### src/rtl/div_pkg.sv
// Shared types for the divider issue stage: request/response payloads and
// the sequencer state encoding.
package div_pkg;

  localparam int DIV_W = 32;

  typedef struct packed {
    logic [DIV_W-1:0] dividend;
    logic [DIV_W-1:0] divisor;
  } div_req_t;

  typedef struct packed {
    logic [DIV_W-1:0] quotient;
    logic [DIV_W-1:0] remainder;
    logic             div0;
  } div_rsp_t;

  typedef enum logic [1:0] {
    IDLE,
    ISSUE,
    WAIT,
    HOLD
  } seq_state_e;

endpackage

### src/rtl/div_req_fifo.sv
// Request FIFO for the divider sequencer. Power-of-two depth, pointers wrap
// naturally, push and pop in the same cycle leave the count unchanged.
// A push is ignored while full, a pop is ignored while empty.
module div_req_fifo
  import div_pkg::*;
#(
  parameter int DEPTH = 4
) (
  input  logic                   clk,
  input  logic                   reset,
  input  logic                   push,
  input  div_req_t               push_data,
  input  logic                   pop,
  output div_req_t               head,
  output logic                   full,
  output logic                   empty,
  output logic [$clog2(DEPTH):0] count
);

  localparam int PW = $clog2(DEPTH);
  localparam logic [PW-1:0] PTR_ONE = PW'(1);
  localparam logic [PW:0]   CNT_ONE = (PW + 1)'(1);
  localparam logic [PW:0]   CNT_MAX = (PW + 1)'(DEPTH);

  div_req_t       mem [DEPTH];
  logic [PW-1:0]  wr_ptr;
  logic [PW-1:0]  rd_ptr;
  logic           do_push;
  logic           do_pop;

  assign full    = (count == CNT_MAX);
  assign empty   = (count == '0);
  assign do_push = push && !full;
  assign do_pop  = pop && !empty;
  assign head    = mem[rd_ptr];

  // Storage array: written on accepted push.
  // NOTE: the payload array has no reset; only pointers/count define validity,
  // so resetting it would just cost flops.
  always_ff @(posedge clk) begin
    if (do_push) begin
      mem[wr_ptr] <= push_data;
    end
  end

  // Pointer and occupancy tracking.
  // NOTE: sequential state uses non-blocking assignments so every flop samples
  // pre-edge values regardless of statement order.
  always_ff @(posedge clk or posedge reset) begin
    if (reset) begin
      wr_ptr <= '0;
      rd_ptr <= '0;
      count  <= '0;
    end else begin
      if (do_push) wr_ptr <= wr_ptr + PTR_ONE;
      if (do_pop)  rd_ptr <= rd_ptr + PTR_ONE;
      case ({do_push, do_pop})
        2'b10:   count <= count + CNT_ONE;
        2'b01:   count <= count - CNT_ONE;
        default: count <= count;
      endcase
    end
  end

endmodule

### src/rtl/div_req_sequencer.sv
// Issue stage for the 32-bit divider: queues operand pairs, issues one at a
// time with a single-cycle div_start, captures the result when the divider
// raises div_ready and holds it for a valid/ready consumer.
// Optional build macro DIV_ZERO_BYPASS_EN: a zero divisor is answered
// locally (quotient all ones, remainder = dividend, rsp_div0 = 1) without
// starting the divider.
module div_req_sequencer
  import div_pkg::*;
#(
  parameter int DEPTH = 4,
  parameter int WIDTH = DIV_W   // must equal DIV_W; payload structs are fixed width
) (
  input  logic                   clk,
  input  logic                   reset,
  input  logic                   req_valid,
  output logic                   req_ready,
  input  logic [WIDTH-1:0]       req_dividend,
  input  logic [WIDTH-1:0]       req_divisor,
  output logic                   div_start,
  output logic [WIDTH-1:0]       div_dividend,
  output logic [WIDTH-1:0]       div_divisor,
  input  logic                   div_ready,
  input  logic [WIDTH-1:0]       div_quotient,
  input  logic [WIDTH-1:0]       div_remainder,
  output logic                   rsp_valid,
  input  logic                   rsp_ready,
  output logic [WIDTH-1:0]       rsp_quotient,
  output logic [WIDTH-1:0]       rsp_remainder,
  output logic                   rsp_div0,
  output logic [$clog2(DEPTH):0] fifo_count
);

  div_req_t   fifo_in;
  div_req_t   fifo_head;
  logic       fifo_full;
  logic       fifo_empty;
  logic       fifo_pop;
  logic       bypass;
  seq_state_e state;
  seq_state_e state_next;
  div_rsp_t   rsp_q;

  assign fifo_in.dividend = req_dividend;
  assign fifo_in.divisor  = req_divisor;

  // req_ready depends only on registered occupancy, never on req_valid.
  assign req_ready = !fifo_full;

  div_req_fifo #(
    .DEPTH (DEPTH)
  ) u_fifo (
    .clk       (clk),
    .reset     (reset),
    .push      (req_valid),
    .push_data (fifo_in),
    .pop       (fifo_pop),
    .head      (fifo_head),
    .full      (fifo_full),
    .empty     (fifo_empty),
    .count     (fifo_count)
  );

`ifdef DIV_ZERO_BYPASS_EN
  assign bypass = (fifo_head.divisor == '0);
`else
  assign bypass = 1'b0;
`endif

  // State register.
  always_ff @(posedge clk or posedge reset) begin
    if (reset) state <= IDLE;
    else       state <= state_next;
  end

  // Next-state logic: one request in flight, IDLE -> ISSUE -> WAIT -> HOLD.
  // NOTE: every combinational output gets a default first so no path can
  // leave it unassigned and infer a latch.
  always_comb begin
    state_next = state;
    case (state)
      IDLE:    if (!fifo_empty) state_next = bypass ? HOLD : ISSUE;
      ISSUE:   state_next = WAIT;
      WAIT:    if (div_ready) state_next = HOLD;
      HOLD:    if (rsp_ready) state_next = IDLE;
      default: state_next = IDLE;
    endcase
  end

  // Outputs decoded from the registered state, so they are glitch-free.
  always_comb begin
    fifo_pop  = 1'b0;
    div_start = 1'b0;
    rsp_valid = 1'b0;
    case (state)
      IDLE:    fifo_pop  = !fifo_empty;
      ISSUE:   div_start = 1'b1;
      HOLD:    rsp_valid = 1'b1;
      default: ;
    endcase
  end

  // Operand registers: loaded from the FIFO head on a pop that will issue.
  always_ff @(posedge clk or posedge reset) begin
    if (reset) begin
      div_dividend <= '0;
      div_divisor  <= '0;
    end else if (fifo_pop && !bypass) begin
      div_dividend <= fifo_head.dividend;
      div_divisor  <= fifo_head.divisor;
    end
  end

  // Result register: captured on the first div_ready in WAIT (or from a
  // bypassed zero divisor); untouched in HOLD so the payload stays frozen.
  always_ff @(posedge clk or posedge reset) begin
    if (reset) begin
      rsp_q <= '0;
    end else if (state == WAIT && div_ready) begin
      rsp_q.quotient  <= div_quotient;
      rsp_q.remainder <= div_remainder;
      rsp_q.div0      <= 1'b0;
    end else if (fifo_pop && bypass) begin
      rsp_q.quotient  <= {WIDTH{1'b1}};
      rsp_q.remainder <= fifo_head.dividend;
      rsp_q.div0      <= 1'b1;
    end
  end

  assign rsp_quotient  = rsp_q.quotient;
  assign rsp_remainder = rsp_q.remainder;
  assign rsp_div0      = rsp_q.div0;

endmodule
### config.mk
export PLATFORM = sky130hd
export DESIGN_NAME = div_req_sequencer
export DESIGN_NICKNAME = d
export VERILOG_FILES = /design/src/rtl/div_pkg.sv /design/src/rtl/div_req_fifo.sv /design/src/rtl/div_req_sequencer.sv
export SDC_FILE = /design/constraint.sdc
export NUM_CORES = 1
export LEC_CHECK = 0
export ABC_AREA = 1
export BUFFER_PORTS_ARGS = -buffer_cell sky130_fd_sc_hd__buf_2
export CAP_MARGIN = 20
export CORE_MARGIN = 2
export CORE_UTILIZATION = 49
export DETAILED_ROUTE_END_ITERATION = 10
export HOLD_SLACK_MARGIN = 0.02
export PLACE_DENSITY = 0.74
export SKIP_CTS_REPAIR_TIMING = 1
export SYNTH_ARGS = -nofsm -noshare
export SYNTH_HDL_FRONTEND = slang
export SYNTH_HIERARCHICAL = 1
export SYNTH_SLANG_ARGS = --single-unit
### constraint.sdc
create_clock -name clk -period 4.2 [get_ports clk]
set_clock_uncertainty 0.05 [all_clocks]
set_input_delay 0.21 -clock clk [delete_from_list [all_inputs] [get_ports clk]]
set_output_delay 0.21 -clock clk [all_outputs]
set_load 0.03 [all_outputs]
=== Yosys cells after proc, flatten, opt, wreduce, memory -nomap -nowiden ===
Memory sizes are Yosys's and may differ from the RTL's. A register that Yosys moved wholly into a read port is not among the register bits.
Index checks and enable logic that the tools add are counted.

* Memory bits (writable): 256
* Word-level logic and storage cells: 39
* Memories: 1
* Flip-flop bits (word level): 73
* ROM bits: 0
* Input port bits: 133
* Latch bits: 0

* Equal/unequal tests: 9
* Shifts and indexed selects: 0
* Reductions and logical operators: 9
* Divide/modulo/power cells: 0
* $mul: 0
* Add/sub/neg operators: 4
* $lt $le $gt $ge: 0
* Bitwise operators: 0
* Mux-type cells: 10

{| class="wikitable"
|+ Memories
! name !! words !! bits a word !! read ports !! clocked after Yosys merged registers in !! write ports !! line !! RTL
|-
| u_fifo.mem || 4 || 64 || 1 || 1 || 1 || div_req_fifo.sv:25 || <nowiki>div_req_t mem [DEPTH];</nowiki>
|}

{| class="wikitable"
|+ Operator list
! operator !! count
|-
| $pmux 2 s4 || 1
|-
| $eq 2x2->1 const B || 3
|-
| $mux 2 || 3
|-
| $ne 2x2->1 const B || 3
|-
| $pmux 3 s2 || 1
|-
| $mux 1 || 5
|-
| $add 2x1->2 const B || 2
|-
| $eq 2x1->1 const B || 2
|-
| $add 3x1->3 const B || 1
|-
| $eq 3x3->1 const B || 1
|-
| $logic_and 1x1->1 || 3
|-
| $logic_not 3->1 || 1
|-
| $reduce_and 3->1 || 1
|-
| $sub 3x1->3 const B || 1
|-
| $logic_not 1->1 || 2
|-
| $logic_not 2->1 || 1
|-
| $reduce_bool 2->1 || 1
|}

=== Longest topological paths before layout ===
Gate-level depths: netlist (run 1).

* Depth after elaboration: 6
* Mapped depth: 16

=== Cells and area by module ===
The synthesis (run 1) kept the hierarchy.

{| class="wikitable"
|+ By module, submodules not included
! module !! instances !! area an instance (um^2) !! cells each
|-
| div_req_fifo || 1 || 10661.5 || 809
|-
| div_req_sequencer || 1 || 5198.7 || 576
|}

=== Least setup slack after synthesis (run 1) ===
Ideal clock, no wire load.

* Kind: register to register
* From: register u_fifo.count[0]
* To: memory u_fifo/mem[0][0] (netlist name) (enable)
* Setup slack: 0.014 ns
* Arrival: 3.650 ns
* Cell stages (with the launch flop): 5
* Path through: dfrtp_1 > inv_1 > nand3_1 > nand2_1 > nor2_1

* Word-level cells in the longest chain between the ends: 5

{| class="wikitable"
|+ Ends and longest elaborated chain
! element !! line !! RTL
|-
| start, declared || div_req_fifo.sv:17 || <nowiki>output logic [$clog2(DEPTH):0] count</nowiki>
|-
| start signal, assigned || div_req_fifo.sv:58 || <nowiki>2'b10: count <= count + CNT_ONE;</nowiki>
|-
| start signal, assigned || div_req_fifo.sv:59 || <nowiki>2'b01: count <= count - CNT_ONE;</nowiki>
|-
| start signal, assigned || div_req_fifo.sv:60 || <nowiki>default: count <= count;</nowiki>
|-
| $eq 3x3->1 || div_req_fifo.sv:31 || <nowiki>assign full = (count == CNT_MAX);</nowiki>
|-
| $logic_not 1->1 || div_req_fifo.sv:33 || <nowiki>assign do_push = push && !full;</nowiki>
|-
| $logic_and 1x1->1 || div_req_fifo.sv:33 ||
|-
| $mux 1 || div_req_fifo.sv:41 || <nowiki>if (do_push) begin</nowiki>
|-
| $mux 1 (not written as such) || div_req_fifo.sv:42 || <nowiki>mem[wr_ptr] <= push_data;</nowiki>
|-
| end, declared || div_req_fifo.sv:25 ||
|}

Every way passes these cells.

=== Final worst setup path (run 1) ===
* From: register u_fifo.count[0]
* To: register u_fifo.count[1]

* Word-level cells in the longest chain between the ends: 6
* Elaborated cells between the ends (all ways): 13
* Classes of those cells: add/sub (2); eq/ne (3); mux (2); reduce/logical (6)

{| class="wikitable"
|+ Ends and longest elaborated chain
! element !! line !! RTL
|-
| $logic_not 3->1 (*) || div_req_fifo.sv:32 || <nowiki>assign empty = (count == '0);</nowiki>
|-
| via fifo_empty || div_req_sequencer.sv:36 || <nowiki>logic fifo_empty;</nowiki>
|-
| $logic_not 1->1 (*) || div_req_fifo.sv:34, div_req_sequencer.sv:95 ||
|-
| $mux 1 || div_req_sequencer.sv:94 || <nowiki>case (state)</nowiki>
|-
| $logic_and 1x1->1 (*) || div_req_fifo.sv:34 || <nowiki>assign do_pop = pop && !empty;</nowiki>
|-
| via u_fifo.do_pop || div_req_fifo.sv:29 || <nowiki>logic do_pop;</nowiki>
|-
| $eq 2x1->1 or $eq 2x2->1 (tied branches) || div_req_fifo.sv:57 || <nowiki>case ({do_push, do_pop})</nowiki>
|-
| $pmux 3 s2 or $reduce_bool 2->1 (tied branches) || - ||
|}

The timed path passes the listed nets; every way through them passes the cells marked *.
A chain may end at the register's enable or synchronous reset.

==> results of run 1 <==
==> flip-flops by register name, summed over array words and instances, names as in the netlist <==
name,cells
div_dividend,32
div_divisor,32
rsp_quotient,32
rsp_remainder,32
state,2
u_fifo/count,3
u_fifo/mem,256
u_fifo/rd_ptr,2
u_fifo/wr_ptr,2
==> tightest hold or removal path, stage by stage <==
cell and delay [ns]:
buf_2 0.08, inv_1 0.03, nand2_1 0.10, nand4_1 0.09, nand2_1 0.08
==> synth_stat cells, drive strengths merged <==
library cell    n
buf            67
clkbuf         10
conb            1
dfrtp         137
edfxtp        256
fa              1
ha              9
inv           156
nand2         538
nand3          72
nand4           3
nor2            4
o211ai        128
o21ai           1
or2             1
xnor2           1
==> layout make-up <==
cell class | count | area, um2
clock inverters | 21 | 160
repair buffers | 415 | 2800
well taps | 402 | 503
inverters | 156 | 597
multi-input cells | 759 | 3620
diodes | 2 | 5.00
flip-flops and latches | 393 | 11100
clock buffers | 54 | 1130
fillers | 2407 | 11800
==> through the flow <==
| stage | utilization | instances | power [mW] |
|---|---|---|---|
| after floorplan | - | 1385 | 10.1 |
| after global placement | 0.546 | 1994 | 11.3 |
| after detailed placement | 0.547 | 1995 | 11.5 |
| after CTS | 0.587 | 2070 | 14.9 |
| after global routing | 0.628 | 2200 | 15.8 |
| final | 0.628 | 2202 | 14.9 |
==> cells by family after synthesis <==
| kind of cell | after synthesis | synth area share |
|---|---|---|
| AO/OA/AOI/OAI | 129 | 0.0609 |
| adder cells (fa/ha/maj) | 10 | 0.00836 |
| AND/OR/NAND/NOR | 618 | 0.156 |
| other | 1 | 0.000236 |
| flip-flops | 393 | 0.701 |
| buffers and inverters | 233 | 0.0732 |
| XOR/XNOR | 1 | 0.000552 |
==> worst min-delay path by stage <==
stage,start,slack (ns),end
floorplan,reset,-0.04,u_fifo/count[0]
global placement,reset,0.16,u_fifo/wr_ptr[1]
detailed placement,reset,0.18,u_fifo/wr_ptr[1]
CTS,reset,-0.38,u_fifo/wr_ptr[1]
global route,rsp_ready,0.06,state[1]
finish,rsp_ready,0.05,state[1]
==> layer usage <==
metal  GRT usage  routed length (um)  part of all wire  vias to the layer above
met4      0.0742                 981             0.027                        0
li1            -                   -                 -                     5368
met5           0                   0                 0                        -
met3      0.0501                2450             0.066                       69
met1       0.249               15100              0.41                     5254
met2       0.356               18300              0.50                      369
==> power by group <==
group	internal [mW]	total (mW)	switching (mW)
registers	5.32	5.81	0.494
logic	1.59	5.69	4.10
clock network	1.92	3.39	1.47
total	8.82	14.9	6.06
==> metrics.yaml, run 1 <==
clocking:
  clkTransAtPathRegs_ns: 0.06
  tritoncts.num_buffers: 41
  cts-htree-levels: 2
  tritoncts: "built"
  ctsRootBufferMaster: "clkbuf_16"
  clk_latency_ns: 0.53
  clock_sinks: 393
  cts.path.max_buffers: 3
yosys:
  synth.area.top_cells: "edfxtp_1 (48%), dfrtp_1 (22%), nand2_1 (12%), o211ai_1 (6.1%), inv_1 (3.6%)"
  seq_area_frac_synth: 0.701
  yosysUniqueCellTypes: 22
  syn_avg_cell_area_um2: 11.5
  synthDominantCellAreaShare: 0.485
  synth.net_count: 1528
  yosys_register_bits: 393
  yosysWarnings: 6
  synthesis.instances: 1385
  synthDominantAreaCellType: "edfxtp_1"
  post_synth_instance_area_um2: 15900
worst_setup_path:
  critical_path.reg2reg.endpoint: "u_fifo/count[1]"
  end_kind: "flop"
  cp_top_family: "buffers and inverters"
  crit_path_top_delay_cell: "clkinv_2"
  critical_path.n_buffers_inverters: 5
  critical_path.max_fanout: 30
  r2r-start: "u_fifo/count[0]"
  timing_worst_setup_path_type: "flop to flop"
  reg2reg_depth: 11
  worst_ep_required_time_ns: 4.57
  cp-startpoint: "u_fifo/count[0]"
  r2r_slack_ns: 1.36
  crit_path_cell_trace: "inv_1, nand3_1, inv_1, or2_4, clkinv_2, nand2_1, inv_1, ha_1, inv_1, fa_1, o21ai_0"
  worstSetupEndpoint: "u_fifo/count[1]"
  worst-endpoint-arrival_ns: 3.21
  crit_top_cell: "inv_1"
  critical_path_source_type: "flop"
  cpPeakStageDelay_ns: 0.41
  path_depth: 11
floorplanning:
  dieArea_um2: 33800
  floorplan.initialDensity: 0.500
  io-pin-count: 268
  die_w_um: 184
  num_rows: 65
  die_h_um: 184
  placeableCoreArea_um2: 31700
grt:
  antenna_violations_before_repair: 0
  pin_count_of_the_biggest_net_entering_global_routing: 169
  globalRoute.totalOverflow: 0
  first_global_vias: 10300
  global_route_wire_length_before_repair_um: 53800
  global_route.usage.total: 0.205
route:
  residual_antenna_violating_net_count_after_detailed_routing: 0
  vias_per_cell: 5.02
  drt-pass1-iter-count: 5
  routedWlPerCell_um: 16.7
  wl_um: 36800
  drc_errors: 0
  drt-initial-drc-count: 775
  detailroute.via_count: 11100
layout:
  drive_gt1_frac: 0.213
  final_common_cell: "nand2_1"
  layout.nets: 1909
  final_cell_mix: "nand2_1 (517), buf_2 (266), edfxtp_1 (256), inv_1 (151), dfrtp_1 (136)"
  area.growth.synth_to_final_pct: 25.6
  stdcell_area_um2: 19900
place:
  post-dp-hpwl_um: 21500
  port-buffer-count: 266
  place_worst_setup_slack_ns: 1.44
  routabilityCongestion: 0.764
  dpl_cell_area_um2: 17300
pwr:
  power-per-cell-area_nw_per_um2: 747
  p_leak_nw: 9.22
  vdd_ir_drop_max_mv: 0.654
sta:
  final_max_slew_viol_count: 0
  final_worst_hold_slack_ns: 0.0469
  hold_violations: 0
  setup_viol_count_final: 0
  worst_pin_slew_ns: 0.904
  finalCriticalPeriod_ns: 2.84
  totalNegativeSetupSlack_ns: 0
  max-slew-margin-rel: 0.397
  period_share: 0.677
  worst_slack_ns: 1.36
  achievable-frequency_mhz: 352
  rsz_0062_raised_after_global_routing: "no"
worst_hold_path:
  worst_hold_path.num_cells: 5
  timing.hold.worst.class: "primary input to flop"
outcome:
  result_of_the_run: "finished clean"
flow_run:
  max-cap-violations: 0
(Power assumes the default switching activity.)
==> inputs of run 2 (changes only) <==
- PLACE_DENSITY: 0.74 -> 0.71
- clock period: 4.2 -> 2.7 ns (I/O delays scaled with it)
==> run 2 against run 1 <==
Largest power group unchanged. Sequential share of layout area shrank 0.68 points. Hold slack gained 0.025 ns. Die area is the same. Fmax grew 25%. Core utilization grew 0.78 points.
==> metrics.yaml, run 2 (synthesis gave the netlist of run 1 again) <==
outcome:
  result_of_the_run: "finished clean"
layout:
  final_cell_mix: "nand2_1 (517), buf_2 (266), edfxtp_1 (256), inv_1 (151), dfrtp_1 (136)"
  final_common_cell: "nand2_1"
  combined_area_of_the_multi_input_logic_cells_um2: 3620
  final-seq-area_um2: 11100
  drive_gt1_frac: 0.213
  top_register: "u_fifo/mem"
  nFillCells: 2338
  area.growth.synth_to_final_pct: 27.2
  largest_register_ffs: 256
  layout.nets: 1908
place:
  port-buffer-count: 266
  place_worst_setup_slack_ns: 0.446
  routabilityCongestion: 0.767
  post-dp-hpwl_um: 20300
sta:
  totalNegativeSetupSlack_ns: 0
  hold_violations: 0
  final_max_slew_viol_count: 0
  setup_viol_count_final: 0
  worst_pin_slew_ns: 0.853
  rsz_0062_raised_after_global_routing: "no"
  finalCriticalPeriod_ns: 2.27
  achievable-frequency_mhz: 440
  worst_slack_ns: 0.429
  period_share: 0.841
  max-slew-margin-rel: 0.431
flow_run:
  max-cap-violations: 0
clocking:
  ctsRootBufferMaster: "clkbuf_16"
  clock_sinks: 393
  tritoncts.num_buffers: 41
  clk_latency_ns: 0.53
  clkTransAtPathRegs_ns: 0.06
  cts.path.max_buffers: 3
  cts-htree-levels: 2
  tritoncts: "built"
route:
  wl_um: 36800
  drc_errors: 0
  detailroute.via_count: 11100
  drt-initial-drc-count: 594
  residual_antenna_violating_net_count_after_detailed_routing: 0
  drt-pass1-iter-count: 5
  routedWlPerCell_um: 16.7
  vias_per_cell: 5.03
grt:
  first_global_vias: 10000
  global_route.usage.total: 0.201
  global_route_wire_length_before_repair_um: 52800
  pin_count_of_the_biggest_net_entering_global_routing: 162
  globalRoute.totalOverflow: 0
  antenna_violations_before_repair: 2
worst_setup_path:
  r2r_slack_ns: 0.43
  timing_worst_setup_path_type: "flop to flop"
  end_kind: "flop"
  worst_ep_required_time_ns: 3.06
  critical_path.max_fanout: 5
  critical_path_source_type: "flop"
  worst-endpoint-arrival_ns: 2.63
floorplanning:
  die_w_um: 184
  num_rows: 65
  placeableCoreArea_um2: 31700
  io-pin-count: 268
  dieArea_um2: 33800
  die_h_um: 184
  floorplan.initialDensity: 0.500
pwr:
  p_leak_nw: 9.33
  power-per-cell-area_nw_per_um2: 1180
  post-layout-total-power_mw: 23.8
  vdd_ir_drop_max_mv: 0.824
worst_hold_path:
  timing.hold.worst.class: "primary input to async pin"
run 2: cell count changes in the layout (fill, tap and decap cells not counted):
cell | before | now
clkinv_1 | 1 | 0
buf_12 | 2 | 12
inv_6 | 2 | 3
clkbuf_16 | 42 | 44
inv_16 | 1 | 0
clkinv_8 | 1 | 0
clkbuf_8 | 3 | 7
clkinv_4 | 4 | 0
inv_4 | 0 | 1
dlygate4sd3_1 | 130 | 131
bufinv_16 | 0 | 4
buf_4 | 17 | 5
clkinvlp_4 | 6 | 1
run 2: through the flow:
stage / instances / instance area, um2 / utilization / hold slack (ns)
floorplan: 1385 / 15900 / - / -0.112
detailed placement: 1993 / 17400 / 0.550 / 0.0768
CTS: 2068 / 18900 / 0.595 / -0.487
global placement: 1993 / 17400 / 0.550 / 0.0734
global route: 2201 / 20200 / 0.636 / 0.0972
finish: 2201 / 20200 / 0.636 / 0.0719
run 2: worst max-delay path, cell delays in order (launching register included):
cell and delay, ns:
dfrtp_1 0.39, inv_1 0.11, nand3_1 0.17, inv_1 0.08, or2_4 0.26, clkinv_2 0.07
nand2_1 0.07, inv_1 0.07, ha_1 0.15, inv_1 0.07, fa_1 0.38, nand2_1 0.11
nand3_1 0.08, nand2_1 0.06, nand2_1 0.05
run 2: worst paths after layout:
path                            startpoint                to  depth (start not counted)
max                        u_fifo/count[0]   u_fifo/count[2]                         14
min                                  reset  u_fifo/wr_ptr[1]                          3
max reg2reg                u_fifo/count[0]   u_fifo/count[2]                         14
min reg2reg                rsp_quotient[3]   rsp_quotient[3]                          2
max in group asynchronous            reset  div_dividend[11]                          4
min in group clk                 div_ready   rsp_quotient[9]                          5
run 2: area by class of cell:
type	instances	share of cell area
Clock buffer	60	0.0610
Timing Repair Buffer	414	0.145
Clock inverter	15	0.00912
Sequential cell	393	0.551
Tap cell	402	0.0249
Multi-Input combinational cell	759	0.179
Inverter	156	0.0295
Antenna cell	2	0.000248
run 2: report_power, final:
part / switching, mW / internal (mW) / leakage (nW)
logic: 6.34 / 2.58 / 4.58
registers: 0.766 / 8.27 / 4.05
clock network: 2.24 / 3.56 / 0.705
total: 9.35 / 14.4 / 9.33
run 2: per-layer routing:
layer / routed length, um / global-route usage / part of all wire / up-vias
li1: - / - / - / 5362
met1: 15200 / 0.252 / 0.41 / 5257
met2: 18400 / 0.346 / 0.50 / 386
met3: 2410 / 0.0485 / 0.065 / 68
met4: 799 / 0.0669 / 0.022 / 0
met5: 0 / 0 / 0 / -
==> inputs of run 3 (changes only) <==
- ABC_AREA: 1 -> 0
- PLACE_DENSITY: 0.71 -> 0.72
- clock period: 2.7 -> 2.1 ns (I/O delays scaled with it)
==> run 3 against run 2 <==
Hold slack got worse by 0.017 ns. Sequential power up 31%. Wire length shrank 16%. Fmax grew 12%. Register-to-register slack got worse by 0.36 ns. Critical path type unchanged. Sequential share of layout area up 2.5 points. Via count decreased by 30%. Non-clock buffer count rose by 12. First-iteration DRC count is 27% lower.
==> metrics.yaml, run 3 <==
outcome:
  result_of_the_run: "finished clean"
route:
  detailroute.via_count: 7784
  drt-initial-drc-count: 436
  vias_per_cell: 5.11
  dr.max_layer_used: "met4"
  routedWlPerCell_um: 20.4
  residual_antenna_violating_net_count_after_detailed_routing: 0
  post_route_m1_wl_um: 12300
  routed-wl-met2_um: 16000
  route.met3.wl_um: 1990
  drc_errors: 0
  wl_um: 31100
  drt-pass1-iter-count: 4
flow_run:
  max-cap-violations: 0
worst_setup_path:
  cp_top_family: "adder cells"
  critical_path.n_buffers_inverters: 2
  critical_path_source_type: "flop"
  end_kind: "flop"
  crit_path_cell_trace: "inv_2, ha_4, nor2b_4, o31a_1, ha_2, inv_2, fa_2, xor2_1, nor2_1, xor2_1"
  cpPeakStageDelay_ns: 0.39
  crit_path_top_delay_cell: "dfrtp_1"
  critical_path.max_fanout: 3
  timing_worst_setup_path_type: "flop to flop"
  worst_ep_required_time_ns: 2.49
  worst-endpoint-arrival_ns: 2.42
layout:
  nFillCells: 1985
  final_cell_mix: "buf_2 (266), edfxtp_1 (256), dfrtp_1 (132), dlygate4sd3_1 (132), mux2_2 (129)"
  area.growth.synth_to_final_pct: 32.0
  final_util: 0.654
  layout.nets: 1244
  stdcell_area_um2: 19300
  final_common_cell: "buf_2"
  largest_register_ffs: 256
  drive_gt1_frac: 0.500
  layout.cells.non_filler: 1524
  top_register: "u_fifo/mem"
grt:
  global_route_wire_length_before_repair_um: 43500
  globalRoute.totalOverflow: 0
  pin_count_of_the_biggest_net_entering_global_routing: 90
  first_global_vias: 7569
  antenna_violations_before_repair: 1
  global_route.usage.total: 0.185
sta:
  totalNegativeSetupSlack_ns: 0
  rsz_0062_raised_after_global_routing: "yes"
  max-slew-margin-rel: 0.613
  finalCriticalPeriod_ns: 2.03
  final_max_slew_viol_count: 0
  final_worst_hold_slack_ns: 0.0545
  period_share: 0.968
  worst_pin_slew_ns: 0.580
  hold_violations: 0
  setup_viol_count_final: 0
  achievable-frequency_mhz: 492
yosys:
  postSynth.topFlopCell: "edfxtp_1"
  synthDominantCellAreaShare: 0.525
  yosysWarnings: 6
  synthDominantAreaCellType: "edfxtp_1"
  yosys_register_bits: 393
  synth_enable_flop_cells: 256
  synth_most_common_cell: "edfxtp_1"
  post_synth_instance_area_um2: 14600
  yosysUniqueCellTypes: 29
  synthesis.instances: 661
  syn_avg_cell_area_um2: 22.1
  synth.net_count: 804
  seq_area_frac_synth: 0.759
  post_synth_most_frequent_cells: "edfxtp_1 (256), dfrtp_1 (137), mux2_2 (129)"
  synth.area.top_cells: "edfxtp_1 (53%), dfrtp_1 (23%), mux2_2 (9.9%), mux4_2 (9.8%), buf_6 (1.2%)"
  synth_async_sr_flop_share: 0.349
floorplanning:
  placeableCoreArea_um2: 29600
  floorplan.initialDensity: 0.495
  die_h_um: 177
  die_w_um: 177
  dieArea_um2: 31300
  io-pin-count: 268
  num_rows: 63
pwr:
  power-per-cell-area_nw_per_um2: 1550
  p_leak_nw: 7.55
  vdd_ir_drop_max_mv: 1.05
clocking:
  cts-htree-levels: 2
  clk_latency_ns: 0.52
  clock_sinks: 393
  clkTransAtPathRegs_ns: 0.06
  cts.path.max_buffers: 3
  tritoncts.num_buffers: 40
  ctsRootBufferMaster: "clkbuf_16"
  tritoncts: "built"
place:
  port-buffer-count: 266
  post-dp-hpwl_um: 18400
  dpl_cell_area_um2: 16600
  placedCellCount: 1313
  routabilityCongestion: 0.737
worst_hold_path:
  timing.hold.worst.class: "primary input to flop"
-- run 3: changes by cell type after synthesis, sizes merged, moves of 4 or more --
| cell | previous run | this run |
|---|---|---|
| and2 | 0 | 4 |
| buf | 67 | 25 |
| clkbuf | 10 | 3 |
| inv | 156 | 12 |
| mux2 | 0 | 130 |
| mux4 | 0 | 64 |
| nand2 | 538 | 2 |
| nand3 | 72 | 0 |
| o211ai | 128 | 0 |
-- run 3: metal layers --
layer / global-route usage / up-vias
met3: 0.0558 / 50
met1: 0.225 / 4007
met5: 0 / -
met4: 0.0534 / 0
li1: - / 3482
met2: 0.320 / 245
-- run 3: where the power goes --
group	internal, mW	switching (mW)
combinational	4.80	6.37
clock	4.26	2.80
sequential	10.8	1.01
-- run 3: worst paths after layout --
path,start,endpoint,slack (ns),depth (start not counted)
max,state[1],u_fifo/count[2],0.07,10
max in group asynchronous,reset,div_divisor[6],1.29,4
max reg2reg,state[1],u_fifo/count[2],0.07,10
min in group asynchronous,reset,u_fifo/wr_ptr[1],0.07,3
min reg2reg,div_dividend[5],div_dividend[5],0.45,1
min,div_ready,state[1],0.05,4
-- run 3: logic make-up after synthesis --
family,share of synthesized area
AOI/OAI and AO/OA,0.00162
other,0.000256
DFF,0.759
adders and majority gates,0.00906
muxes,0.199
and+or+nand+nor,0.00615
xor gates and xnor gates,0.00359
buffers and inverters,0.0207
-- run 3: worst register-to-register path: cells and delay by family (launching register included) --
family | cells | cell delay [ns]
adder cells (fa/ha/maj) | 3 | 0.66
flip-flops | 1 | 0.39
XOR/XNOR | 2 | 0.29
AND/OR/NAND/NOR | 2 | 0.26
AO/OA/AOI/OAI | 1 | 0.17
buffers and inverters | 2 | 0.13
-- run 3: metrics by stage --
step                      worst slack, ns  total power, mW
final                              0.0681             30.0
after global routing              -0.0537             31.5
after CTS                         -0.0321             30.0
after detailed placement          -0.0119             22.9
after global placement             0.0425             22.7
after floorplan                    -0.238             19.6
-- run 3: layout make-up --
class / count / area (um2) / share of cell area
Clock inverter: 14 / 156 / 0.00809
Timing Repair Buffer: 426 / 3080 / 0.159
Antenna cell: 1 / 2.50 / 0.000129
Multi-Input combinational cell: 228 / 3250 / 0.168
Sequential cell: 393 / 11100 / 0.576
Inverter: 12 / 48.8 / 0.00252
Clock buffer: 60 / 1180 / 0.0610
Tap cell: 390 / 488 / 0.0252
